[config.mk]
export PLATFORM = sky130hd
export DESIGN_NAME = frame_serializer_flat
export DESIGN_NICKNAME = d
export VERILOG_FILES = /design/src/rtl/frame_serializer_if.sv /design/src/rtl/frame_serializer.sv /design/src/flat_wrapper.sv
export SDC_FILE = /design/constraint.sdc
export NUM_CORES = 1
export LEC_CHECK = 0
export ABC_AREA = 1
export CORE_MARGIN = 2
export CORE_UTILIZATION = 35
export CTS_CLUSTER_SIZE = 14
export DETAILED_ROUTE_END_ITERATION = 16
export PLACE_DENSITY = 0.54
export SYNTH_ARGS = -nofsm -noshare
export SYNTH_HDL_FRONTEND = slang
export SYNTH_SLANG_ARGS = --single-unit
export TNS_END_PERCENT = 50
[constraint.sdc]
create_clock -name clk -period 3 [get_ports clk]
set_clock_uncertainty 0.1 [all_clocks]
set_input_delay 0.75 -clock clk [delete_from_list [all_inputs] [get_ports clk]]
set_output_delay 0.75 -clock clk [all_outputs]
set_load 0.005 [all_outputs]
[src/rtl/frame_serializer_if.sv]
// Word-in / bit-out bus of the frame serializer: parallel word handshake
// on one side, serial line and frame status on the other.
interface frame_serializer_if;
  logic [7:0] d;
  logic [1:0] m;
  logic       lsb_first;
  logic       valid;
  logic       ready;
  logic       so;
  logic       busy;
  logic       done;

  modport master (
    output d, m, lsb_first, valid,
    input  ready, so, busy, done
  );

  modport slave (
    input  d, m, lsb_first, valid,
    output ready, so, busy, done
  );
endinterface

[src/rtl/frame_serializer.sv]
// Serializes one 8-bit word per handshake into a raw, start/stop or
// start/parity/stop frame, each bit held DIV clock cycles.
module frame_serializer #(
  parameter int DIV   = 1,
  parameter int WIDTH = 8
) (
  input  logic              clk,
  input  logic              rst_n,
  frame_serializer_if.slave bus
);

  typedef enum logic [2:0] {IDLE, START, DATA, PARITY, STOP} state_t;

  state_t             state_reg, state_next;
  logic [WIDTH-1:0]   data_reg, data_next;
  logic [1:0]         mode_reg, mode_next;
  logic               lsb_reg, lsb_next;
  logic [2:0]         idx_reg, idx_next;
  logic               so_reg, so_next;
  logic               done_reg, done_next;
  logic               tick;

  function automatic logic pick(input logic [WIDTH-1:0] w, input logic lsb,
                                input logic [2:0] i);
    return lsb ? w[i] : w[3'd7 - i];
  endfunction

  // tick marks the last cycle of the current bit period
  generate
    if (DIV <= 1) begin : g_nodiv
      assign tick = 1'b1;
    end else begin : g_div
      localparam int CW = $clog2(DIV);
      logic [CW-1:0] div_cnt_reg;
      always_ff @(posedge clk or negedge rst_n) begin
        if (!rst_n)
          div_cnt_reg <= '0;
        else if (state_reg == IDLE || tick)
          div_cnt_reg <= '0;
        else
          div_cnt_reg <= div_cnt_reg + CW'(1);
      end
      assign tick = (div_cnt_reg == CW'(DIV - 1));
    end
  endgenerate

  always_ff @(posedge clk or negedge rst_n) begin
    if (!rst_n) begin
      state_reg <= IDLE;
      data_reg  <= '0;
      mode_reg  <= 2'b00;
      lsb_reg   <= 1'b0;
      idx_reg   <= 3'd0;
      so_reg    <= 1'b1;
      done_reg  <= 1'b0;
    end else begin
      state_reg <= state_next;
      data_reg  <= data_next;
      mode_reg  <= mode_next;
      lsb_reg   <= lsb_next;
      idx_reg   <= idx_next;
      so_reg    <= so_next;
      done_reg  <= done_next;
    end
  end

  // so_next always carries the bit that is on the line after the coming edge
  always_comb begin
    state_next = state_reg;
    data_next  = data_reg;
    mode_next  = mode_reg;
    lsb_next   = lsb_reg;
    idx_next   = idx_reg;
    so_next    = so_reg;
    done_next  = 1'b0;
    case (state_reg)
      IDLE: begin
        so_next = 1'b1;
        if (bus.valid) begin
          data_next = bus.d;
          mode_next = bus.m;
          lsb_next  = bus.lsb_first;
          idx_next  = 3'd0;
          if (bus.m == 2'b00) begin
            state_next = DATA;
            so_next    = pick(bus.d, bus.lsb_first, 3'd0);
          end else begin
            state_next = START;
            so_next    = 1'b0;
          end
        end
      end
      START: begin
        if (tick) begin
          state_next = DATA;
          idx_next   = 3'd0;
          so_next    = pick(data_reg, lsb_reg, 3'd0);
        end
      end
      DATA: begin
        if (tick) begin
          if (idx_reg == 3'd7) begin
            if (mode_reg[1]) begin
              state_next = PARITY;
              so_next    = (^data_reg) ^ mode_reg[0];
            end else if (mode_reg == 2'b01) begin
              state_next = STOP;
              so_next    = 1'b1;
            end else begin
              state_next = IDLE;
              so_next    = 1'b1;
              done_next  = 1'b1;
            end
          end else begin
            idx_next = idx_reg + 3'd1;
            so_next  = pick(data_reg, lsb_reg, idx_reg + 3'd1);
          end
        end
      end
      PARITY: begin
        if (tick) begin
          state_next = STOP;
          so_next    = 1'b1;
        end
      end
      STOP: begin
        if (tick) begin
          state_next = IDLE;
          so_next    = 1'b1;
          done_next  = 1'b1;
        end
      end
      default: begin
        state_next = IDLE;
        so_next    = 1'b1;
      end
    endcase
  end

  assign bus.ready = (state_reg == IDLE);
  assign bus.busy  = (state_reg != IDLE);
  assign bus.so    = so_reg;
  assign bus.done  = done_reg;

endmodule

[src/flat_wrapper.sv]
// flat-port wrapper written by rule: the top's interface ports become plain ports
module frame_serializer_flat 
#(
  parameter int DIV   = 1,
  parameter int WIDTH = 8
)
  (clk, rst_n, bus_d, bus_m, bus_lsb_first, bus_valid, bus_ready, bus_so, bus_busy, bus_done);
  frame_serializer_if bus_i ();
  input  logic clk;
  input  logic rst_n;
  input wire logic [$bits(bus_i.d)-1:0] bus_d;
  input wire logic [$bits(bus_i.m)-1:0] bus_m;
  input wire logic [$bits(bus_i.lsb_first)-1:0] bus_lsb_first;
  input wire logic [$bits(bus_i.valid)-1:0] bus_valid;
  output wire logic [$bits(bus_i.ready)-1:0] bus_ready;
  output wire logic [$bits(bus_i.so)-1:0] bus_so;
  output wire logic [$bits(bus_i.busy)-1:0] bus_busy;
  output wire logic [$bits(bus_i.done)-1:0] bus_done;
  assign bus_i.d = bus_d;
  assign bus_i.m = bus_m;
  assign bus_i.lsb_first = bus_lsb_first;
  assign bus_i.valid = bus_valid;
  assign bus_ready = bus_i.ready;
  assign bus_so = bus_i.so;
  assign bus_busy = bus_i.busy;
  assign bus_done = bus_i.done;
  frame_serializer #(.DIV(DIV), .WIDTH(WIDTH)) u_core (.clk(clk), .rst_n(rst_n), .bus(bus_i));
endmodule
==> results of run 1 <==
cell type report:
class	count	share of cell area
clock buffers	4	0.01887
repair buffers	18	0.1276
well taps	44	0.03953
inverters	20	0.05391
multi-input cells	107	0.4178
flip-flops and latches	19	0.3423
worst max path at each step:
stage,end,cells after the start
final,bus_ready,4
after global routing,bus_ready,4
after detailed placement,u_core.data_reg[7],3
after CTS,bus_ready,4
after floorplan,bus_ready,3
after global placement,u_core.data_reg[6],3
synthesized netlist by cell type:
cell type / count / area, sq um
sky130_fd_sc_hd__a21oi_1: 7 / 35.03
sky130_fd_sc_hd__nand2_1: 38 / 142.6
sky130_fd_sc_hd__xor2_1: 3 / 26.28
sky130_fd_sc_hd__ha_1: 2 / 25.02
sky130_fd_sc_hd__mux2_2: 6 / 67.56
sky130_fd_sc_hd__buf_6: 1 / 11.26
sky130_fd_sc_hd__buf_2: 1 / 5.000
sky130_fd_sc_hd__dfrtp_1: 18 / 450.4
sky130_fd_sc_hd__nand2_2: 3 / 18.77
sky130_fd_sc_hd__inv_2: 2 / 7.510
sky130_fd_sc_hd__xnor2_1: 2 / 17.52
sky130_fd_sc_hd__nor3_1: 3 / 15.01
sky130_fd_sc_hd__o21ai_0: 7 / 35.03
sky130_fd_sc_hd__nor2_4: 1 / 11.26
sky130_fd_sc_hd__nor4_1: 2 / 12.51
sky130_fd_sc_hd__nand3_1: 19 / 95.09
sky130_fd_sc_hd__o211ai_1: 1 / 7.510
sky130_fd_sc_hd__inv_1: 18 / 67.56
sky130_fd_sc_hd__dfstp_2: 1 / 26.28
sky130_fd_sc_hd__o21ai_2: 1 / 8.760
sky130_fd_sc_hd__nor2_1: 9 / 33.78
sky130_fd_sc_hd__nand2_4: 1 / 11.26
sky130_fd_sc_hd__a32o_1: 1 / 10.01
sky130_fd_sc_hd__or2_4: 1 / 8.760
per-stage QoR:
stage	power, mW	cell area, sq um	setup slack, ps	hold slack (ps)
after floorplan	1.169	1150	1469	354.4
after global placement	1.378	1366	941.2	380.8
after detailed placement	1.404	1366	910.5	390.3
after CTS	1.544	1393	587.4	418.1
after global routing	1.694	1393	541.7	445.7
final	1.522	1393	599.5	409.8
kinds of logic (layout without fill, tap and decap cells):
logic type,Yosys count,count (layout),synth area share
AO/OA/AOI/OAI,17,17,0.08378
AND/OR/NAND/NOR,77,77,0.3036
multiplexers,6,6,0.05876
adder cells (fa/ha/maj),2,2,0.02176
flip-flops,19,19,0.4146
XOR/XNOR,5,5,0.03809
buffers and inverters,22,42,0.07943
critical path: stages (launching register included):
cell and delay [ps]:
sky130_fd_sc_hd__dfrtp_1 450, sky130_fd_sc_hd__nor2_4 150, sky130_fd_sc_hd__nand2_4 70, sky130_fd_sc_hd__inv_2 70
sky130_fd_sc_hd__clkdlybuf4s50_1 500
where the power goes:
| group | internal (mW) | total (mW) | switching [mW] |
|---|---|---|---|
| combinational | 0.385 | 0.860 | 0.474 |
| sequential | 0.380 | 0.528 | 0.148 |
| clock | 0.0518 | 0.135 | 0.0830 |
per-layer routing:
metal	share of wire	vias to the layer above	global-route usage	wire (microns)
met5	0	-	0	0
met4	0.0080	0	0.02795	19
met3	0.034	2	0.04412	80
met2	0.47	13	0.2310	1129
met1	0.48	445	0.1995	1149
li1	-	522	-	-
==> reports/metrics.yaml, run 1 <==
vias_per_cell: 4.632
post_drt_wl_per_cell_microns: 11.22
worst-endpoint-arrival_ps: 1550
worstSetupStartpoint: "u_core.state_reg[0]"
buffer_depth_of_the_longest_clock_path: 2
ys_ff_latch: 19
layout.core_utilization: 0.4524
timing.critical_path.required_ps: 2150
leakage_nw: 0.6636
clk-insertion-delay-late_ps: 300
htree_num_levels: 1
detailed_placement_hpwl_microns: 1862
minimum_clock_period_after_layout_ps: 2400
area_taken_by_flip_flops_and_latches_sq_um: 476.7
cts_post_setup_buffers_inserted: 0
area_growth_syn_to_layout_pct: 21.11
routabilityCongestion: 0.7701
core-area_sq_um: 3078
grt_pass1_vias: 890
timing_max_transition_violations_final: 0
grt_overflow_total: 0
grt_first_pass_wirelength_microns: 4002
total_cts_buffers: 3
hold-path-cell-count: 2
tritoncts: "built"
die_boundary_width_microns: 61.32
postSynthAreaPerCell_sq_um: 7.769
grt_usage: 0.1461
post-route-period-util: 0.8002
postRouteWirelength_microns: 2379
headroom_to_the_max_slew_limit: 0.7629
dr_total_vias: 982
grt_antenna_before_repair: 0
synth-seq-area-share: 0.4146
reg2reg_slack_ps: 1260
most-common-layout-cells: "38 x sky130_fd_sc_hd__nand2_1, 19 x sky130_fd_sc_hd__nand3_1, 18 x sky130_fd_sc_hd__inv_1, 18 x sky130_fd_sc_hd__dfrtp_1, 17 x sky130_fd_sc_hd__clkdlybuf4s50_1"
hold_start: "u_core.idx_reg[1]"
final_hold_viol_count: 0
post_layout_nonfiller_instances: 212
synthCells: 148
setup_total_negative_slack_ps: 0
floorplan.die.height_microns: 61.32
timing.rr.end: "u_core.bus.so"
final_antenna_net_count: 0
first_pass_iters: 4
critical_path.startpoint_type: "flop"
initial_utilization: 0.3736
final_layout_size_suffix_gt1_frac: 0.1190
synth.cell_area_sq_um: 1150
ctsHoldBuffers: 0
floorplan.die_area_sq_um: 3760
drv_cap: 0
floorplan.io_pins: 18
path_clk_slew_ps: 110
final_common_cell: "sky130_fd_sc_hd__nand2_1"
timing.critical_path.to_type: "output pin"
yosysWarningCount: 0
finalNetCount: 185
quantity_of_i_o_buffers_inserted_on_ports: 17
filler_cell_count: 327
drcViolationCount: 0
antenna_cells_inserted: 0
outcome: "finished clean"
largest_reg_flops: 8
critical_path.reg2reg.startpoint: "u_core.idx_reg[0]"
clock_sink_count: 19
count_of_routing_violations_after_the_opening_detailed_route_iteration: 37
peakVddDrop_mv: 0.4950
root_buffer: "sky130_fd_sc_hd__clkbuf_4"
largest_net_degree_at_the_start_of_global_routing: 20
timing.setup.critical_path_class: "reg2out"
tightestPinTransition_ps: 355.7
post-place-cells: 208
placementRows: 20
multiInputGateArea_sq_um: 581.8
timing.fmax_mhz: 416.6
setup_viol_count_final: 0
worstPathMaxFanout: 5
cts-resized-gates: 0
post_synth_net_total: 164
grt_setup_unrepaired: "no"
worst_hold_path.endpoint: "u_core.idx_reg[1]"
yosys.cell_types.count: 24
hold_path_class: "reg2reg"
worst_r2r_path_depth: 9
powerDensity_nw_per_um2: 1093
Power figures use the tool's default switching activity.
==> run 2, diff against run 1 <==
==> constraint.sdc (replaced) <==
create_clock -name clk -period 2.4 [get_ports clk]
set_clock_uncertainty 0.1 [all_clocks]
set_input_delay 0.6 -clock clk [delete_from_list [all_inputs] [get_ports clk]]
set_output_delay 0.6 -clock clk [all_outputs]
set_load 0.005 [all_outputs]
==> run 2 against run 1 <==
  * Setup slack worse by 440 ps
  * Combinational power up 26%
  * Design area did not move
  * First-iteration DRC count fell by 19%
  * Worst hold slack got worse by 5.1 ps
  * Sequential power grew 25%
  * Via count increased by 0.92%
==> reports/metrics.yaml, run 2 (synthesis gave the netlist of run 1 again) <==
outcome: "finished clean"
count_of_routing_violations_after_the_opening_detailed_route_iteration: 30  # -19%
timing.critical_path.to_type: "output pin"
grt_pass1_vias: 852  # -4.3%
reg2reg_slack_ps: 670  # -590 ps
share_comb_of_total_power: 0.568  # +0.003
initial_utilization: 0.3736  # unchanged
post-route-period-util: 0.9325
peakVddDrop_mv: 0.4583  # -7.4%
clk-insertion-delay-late_ps: 290  # about the same
grt_antenna_before_repair: 0  # unchanged
largest_net_degree_at_the_start_of_global_routing: 17  # -15%
leakage_nw: 0.6636  # unchanged
cts-resized-gates: 0  # unchanged
net-switching-power_mw: 0.8775  # +24%
drv_cap: 0  # unchanged
area_growth_syn_to_layout_pct: 21.11  # unchanged
timing.critical_path.required_ps: 1700  # -450 ps
postRouteWirelength_microns: 2304  # -3.2%
final_common_cell: "sky130_fd_sc_hd__nand2_1"
pwr-share-clk: 0.085  # -0.004
timing.rr.end: "u_core.bus.so"
power_after_layout_mw: 1.899  # +25%
worst-endpoint-arrival_ps: 1540  # about the same
drcViolationCount: 0  # unchanged
vias_per_cell: 4.675  # +0.92%
post_drt_wl_per_cell_microns: 10.87  # -3.2%
first_pass_iters: 4  # unchanged
dr_total_vias: 991  # +0.92%
hold_start: "u_core.idx_reg[1]"
grt_setup_unrepaired: "no"
tightestPinTransition_ps: 514.4  # +158.7 ps
grt_usage: 0.1372  # -0.008919
timing.fmax_mhz: 446.8
largest_reg_flops: 8  # unchanged
ctsHoldBuffers: 0  # unchanged
floorplan.io_pins: 18  # unchanged
root_buffer: "sky130_fd_sc_hd__clkbuf_4"
die_boundary_width_microns: 61.32  # unchanged
hold_path_class: "reg2reg"
critical_path.startpoint_type: "flop"
pre_cts_ws_ps: 485.0  # -425.4 ps
finalNetCount: 185  # unchanged
worstPathMaxFanout: 5  # unchanged
floorplan.die.height_microns: 61.32  # unchanged
fin_ws_ps: 162.0  # -437.6 ps
timing.setup.critical_path_class: "reg2out"
placementRows: 20  # unchanged
path_clk_slew_ps: 100  # about the same
core-area_sq_um: 3078  # unchanged
floorplan.die_area_sq_um: 3760  # unchanged
tritoncts: "built"
final_hold_viol_count: 0  # unchanged
buffer_depth_of_the_longest_clock_path: 2  # unchanged
headroom_to_the_max_slew_limit: 0.6560  # -0.1069
powerDensity_nw_per_um2: 1364  # +25%
quantity_of_i_o_buffers_inserted_on_ports: 17  # unchanged
grt_overflow_total: 0  # unchanged
timing_max_transition_violations_final: 0  # unchanged
setup_viol_count_final: 0  # unchanged
p_sw_frac: 0.4620  # -0.001132
critical_path.reg2reg.startpoint: "u_core.idx_reg[0]"
worst_hold_path.endpoint: "u_core.idx_reg[1]"
setup_total_negative_slack_ps: 0  # unchanged
worst_r2r_path_depth: 9  # unchanged
minimum_clock_period_after_layout_ps: 2238
hold-path-cell-count: 2  # unchanged
grt_first_pass_wirelength_microns: 3801  # -5.0%
timing.critical_path.slowest_cell_delay_ps: 500  # about the same
internal-power_mw: 1.022  # +25%
cts_post_setup_buffers_inserted: 0  # unchanged
htree_num_levels: 1  # unchanged
detailed_placement_hpwl_microns: 1891  # +1.6%
antenna_cells_inserted: 0  # unchanged
clock_sink_count: 19  # unchanged
crit_path_slowest_cell: "sky130_fd_sc_hd__clkdlybuf4s50_1"
timing.critical_path.cells: "nor2_4, nand2_4, inv_2, clkdlybuf4s50_1"
power_frac_seq: 0.348  # about the same
layout.core_utilization: 0.4524  # unchanged
final_antenna_net_count: 0  # unchanged
most-common-layout-cells: "38 x sky130_fd_sc_hd__nand2_1, 19 x sky130_fd_sc_hd__nand3_1, 18 x sky130_fd_sc_hd__inv_1, 18 x sky130_fd_sc_hd__dfrtp_1, 17 x sky130_fd_sc_hd__clkdlybuf4s50_1"
final_layout_size_suffix_gt1_frac: 0.1190  # unchanged
total_cts_buffers: 3  # unchanged
routabilityCongestion: 0.7836  # +1.8%
==> run 2: cell counts in the layout (fill, tap and decap cells not counted) <==
Identical to the previous run, type by type.
==> run 2: power by group through the flow <==
stage	Sequential [mW]	Clock (mW)	Combinational [mW]
after floorplan	0.611	0	0.850
after global placement	0.663	0	1.06
after detailed placement	0.669	0	1.08
after CTS	0.661	0.166	1.09
after global routing	0.684	0.180	1.24
final	0.660	0.161	1.08
==> run 2: area by class of cell <==
type                    instances  area (sq um)
fillers                       326          1685
repair buffers                 18         177.7
multi-input cells             107         581.8
flip-flops and latches         19         476.7
inverters                      20         75.07
clock buffers                   4         26.28
well taps                      44         55.05
==> run 2: worst max path at each step <==
| stage | startpoint | to | slack [ps] | depth (start not counted) |
|---|---|---|---|---|
| floorplan | u_core.idx_reg[0] | u_core.bus.so | 990 | 9 |
| global placement | bus_valid | u_core.data_reg[6] | 500 | 3 |
| detailed placement | bus_valid | u_core.data_reg[5] | 490 | 3 |
| CTS | u_core.state_reg[0] | bus_ready | 150 | 4 |
| global route | u_core.state_reg[0] | bus_ready | 90 | 4 |
| finish | u_core.state_reg[0] | bus_ready | 160 | 4 |
==> run 2: worst max-delay path: cells and delay by family, from the launching register on <==
family | cells | cell delay, ps
and+or+nand+nor | 2 | 240
DFF | 1 | 440
buffers and inverters | 2 | 570
==> run 2: routing by layer <==
layer | share of wire | routed length (microns) | GRT usage
met1 | 0.48 | 1100 | 0.1900
met2 | 0.46 | 1070 | 0.2158
met3 | 0.049 | 114 | 0.03782
met4 | 0.0078 | 18 | 0.02795
met5 | 0 | 0 | 0
==> run 2: per-stage QoR <==
step | area (sq um) | std cells | hold WS (ps)
global route | 1393 | 212 | 431.0
detailed placement | 1366 | 208 | 387.5
finish | 1393 | 212 | 404.8
CTS | 1393 | 212 | 412.1
global placement | 1366 | 208 | 380.6
floorplan | 1150 | 148 | 204.4
==> run 3, diff against run 2 <==
--- a/config.mk
+++ b/config.mk
@@ -10,7 +10,8 @@
 export CORE_UTILIZATION = 35
 export CTS_CLUSTER_SIZE = 14
 export DETAILED_ROUTE_END_ITERATION = 16
-export PLACE_DENSITY = 0.54
+export DONT_BUFFER_PORTS = 1
+export PLACE_DENSITY = 0.47
 export SYNTH_ARGS = -nofsm -noshare
 export SYNTH_HDL_FRONTEND = slang
 export SYNTH_SLANG_ARGS = --single-unit
==> run 3 against run 2 <==
  * Power shrank 5.0%
  * Highest routed layer unchanged
  * Clock power grew 3%
  * Wire length grew 1.5%
  * Core utilization shrank 5.4 points
==> reports/metrics.yaml, run 3 (synthesis gave the netlist of run 1 again) <==
outcome: "finished clean"
crit_path_slowest_cell: "sky130_fd_sc_hd__dfrtp_1"
vias_per_cell: 4.749  # +1.6%
floorplan.die.height_microns: 61.32  # unchanged
clk-insertion-delay-late_ps: 300  # about the same
timing.critical_path.slowest_cell_delay_ps: 450  # -50 ps
clock_sink_count: 19  # unchanged
post-route-period-util: 0.7379  # -0.1946
post_layout_nonfiller_instances: 195  # -8.0%
final_layout_size_suffix_gt1_frac: 0.1258  # +0.006780
count_of_routing_violations_after_the_opening_detailed_route_iteration: 28  # -6.7%
root_buffer: "sky130_fd_sc_hd__clkbuf_4"
pwr-share-clk: 0.092  # +0.007
most-common-layout-cells: "38 x sky130_fd_sc_hd__nand2_1, 19 x sky130_fd_sc_hd__nand3_1, 18 x sky130_fd_sc_hd__inv_1, 18 x sky130_fd_sc_hd__dfrtp_1, 9 x sky130_fd_sc_hd__nor2_1"
post-place-cells: 190  # -8.7%
floorplan.io_pins: 18  # unchanged
timing.fmax_mhz: 564.7  # +26%
powerDensity_nw_per_um2: 1473  # +8.0%
initial_utilization: 0.3736  # unchanged
htree_num_levels: 1  # unchanged
total_cts_buffers: 3  # unchanged
grt_overflow_total: 0  # unchanged
headroom_to_the_max_slew_limit: 0.4198  # -0.2361
path_clk_slew_ps: 110  # about the same
drcViolationCount: 0  # unchanged
dr_total_vias: 926  # -6.6%
finalNetCount: 168  # -9.2%
final_area_sq_um: 1225  # -12%
tritoncts: "built"
grt_first_pass_wirelength_microns: 3926  # +3.3%
grt_pass1_vias: 865  # +1.5%
drv_cap: 0  # unchanged
share_comb_of_total_power: 0.539  # -0.029
power_frac_seq: 0.369  # +0.021
grt_setup_unrepaired: "no"
timing.critical_path.required_ps: 1700  # about the same
core-area_sq_um: 3078  # unchanged
peakVddDrop_mv: 0.4994  # +9.0%
grt_usage: 0.1455  # +0.008364
floorplan.die_area_sq_um: 3760  # unchanged
setup_viol_count_final: 0  # unchanged
post_drt_wl_per_cell_microns: 11.99  # +10%
grt_antenna_before_repair: 0  # unchanged
tightestPinTransition_ps: 867.4  # +353.0 ps
net-switching-power_mw: 0.8610  # -1.9%
critical_path.startpoint_type: "flop"
leakage_nw: 0.5969  # -10%
worst-endpoint-arrival_ps: 1070  # -470 ps
detailed_placement_hpwl_microns: 1831  # -3.2%
timing.setup.critical_path_class: "reg2out"
placed_area_sq_um: 1189  # -13%
worstPathMaxFanout: 5  # unchanged
hold_path_class: "in2async"
largest_net_degree_at_the_start_of_global_routing: 19  # +2
minimum_clock_period_after_layout_ps: 1771  # -467.1 ps
final_antenna_net_count: 0  # unchanged
quantity_of_i_o_buffers_inserted_on_ports: 0  # -17
worst_r2r_path_depth: 9  # unchanged
internal-power_mw: 0.9435  # -7.7%
die_boundary_width_microns: 61.32  # unchanged
routabilityCongestion: 0.8900  # +14%
setup_total_negative_slack_ps: 0  # unchanged
area_growth_syn_to_layout_pct: 6.528
largest_reg_flops: 8  # unchanged
antenna_cells_inserted: 0  # unchanged
timing_max_transition_violations_final: 0  # unchanged
timing.critical_path.to_type: "output pin"
first_pass_iters: 4  # unchanged
placementRows: 20  # unchanged
buffer_depth_of_the_longest_clock_path: 2  # unchanged
timing.critical_path.cells: "nor2_4, nand2_4, inv_2"
cts_post_setup_buffers_inserted: 0  # unchanged
final_hold_viol_count: 0  # unchanged
p_sw_frac: 0.4772  # +0.01516
postRouteWirelength_microns: 2338  # +1.5%
final_common_cell: "sky130_fd_sc_hd__nand2_1"
## run 3: cell types whose count changed in the layout (fill, tap and decap cells not counted)
cell                              change
sky130_fd_sc_hd__clkdlybuf4s50_1     -17
sky130_fd_sc_hd__buf_4                -1
sky130_fd_sc_hd__dlygate4sd3_1        +1
## run 3: worst paths after layout
check	start	endpoint	slack, ps
min	rst_n	u_core.bus.so	30
min in group clk	bus_d[4]	u_core.data_reg[4]	340
max reg2reg	u_core.idx_reg[0]	u_core.bus.so	690
max	u_core.state_reg[0]	bus_ready	630
min reg2reg	u_core.idx_reg[1]	u_core.idx_reg[1]	410
max in group asynchronous	rst_n	u_core.bus.done	910
## run 3: worst max-delay path: cells and delay by family (launching register included)
family | cells | cell delay [ps]
flops | 1 | 450
simple gates | 2 | 240
buf+inv | 1 | 80
## run 3: metrics by stage
stage	power, mW	util	setup WS (ps)	hold slack (ps)
floorplan	1.462	-	988.4	204.4
global placement	1.636	0.3862	781.0	205.0
detailed placement	1.639	0.3862	734.0	205.1
CTS	1.824	0.3980	599.8	9.877
global route	2.021	0.3980	534.9	10.38
finish	1.804	0.3980	629.1	32.05
## run 3: power by group through the flow
stage                     Sequential, mW  Clock, mW  Combinational (mW)
after floorplan                    0.611          0               0.850
after global placement             0.674          0               0.962
after detailed placement           0.675          0               0.964
after CTS                          0.667      0.179               0.979
after global routing               0.693      0.185                1.14
final                              0.667      0.166               0.972
## run 3: area by class of cell
cell class,instances,area (sq um)
Timing Repair Buffer,1,10.01
Multi-Input combinational cell,107,581.8
Tap cell,44,55.05
Clock buffer,4,26.28
Inverter,20,75.07
Fill cell,335,1853
Sequential cell,19,476.7
## run 3: metal layers
metal / part of all wire / global-route usage / wire length [microns] / vias to the layer above
met1: 0.50 / 0.2113 / 1167 / 412
met5: 0 / 0 / 0 / -
met3: 0.044 / 0.02521 / 103 / 2
li1: - / - / - / 487
met2: 0.45 / 0.2158 / 1048 / 25
met4: 0.0077 / 0.05590 / 18 / 0
## run 3: repair_timing
action,in CTS,in global routing
hold endpoints to repair,18,0
hold buffers,1,0
gates resized for setup,0,0
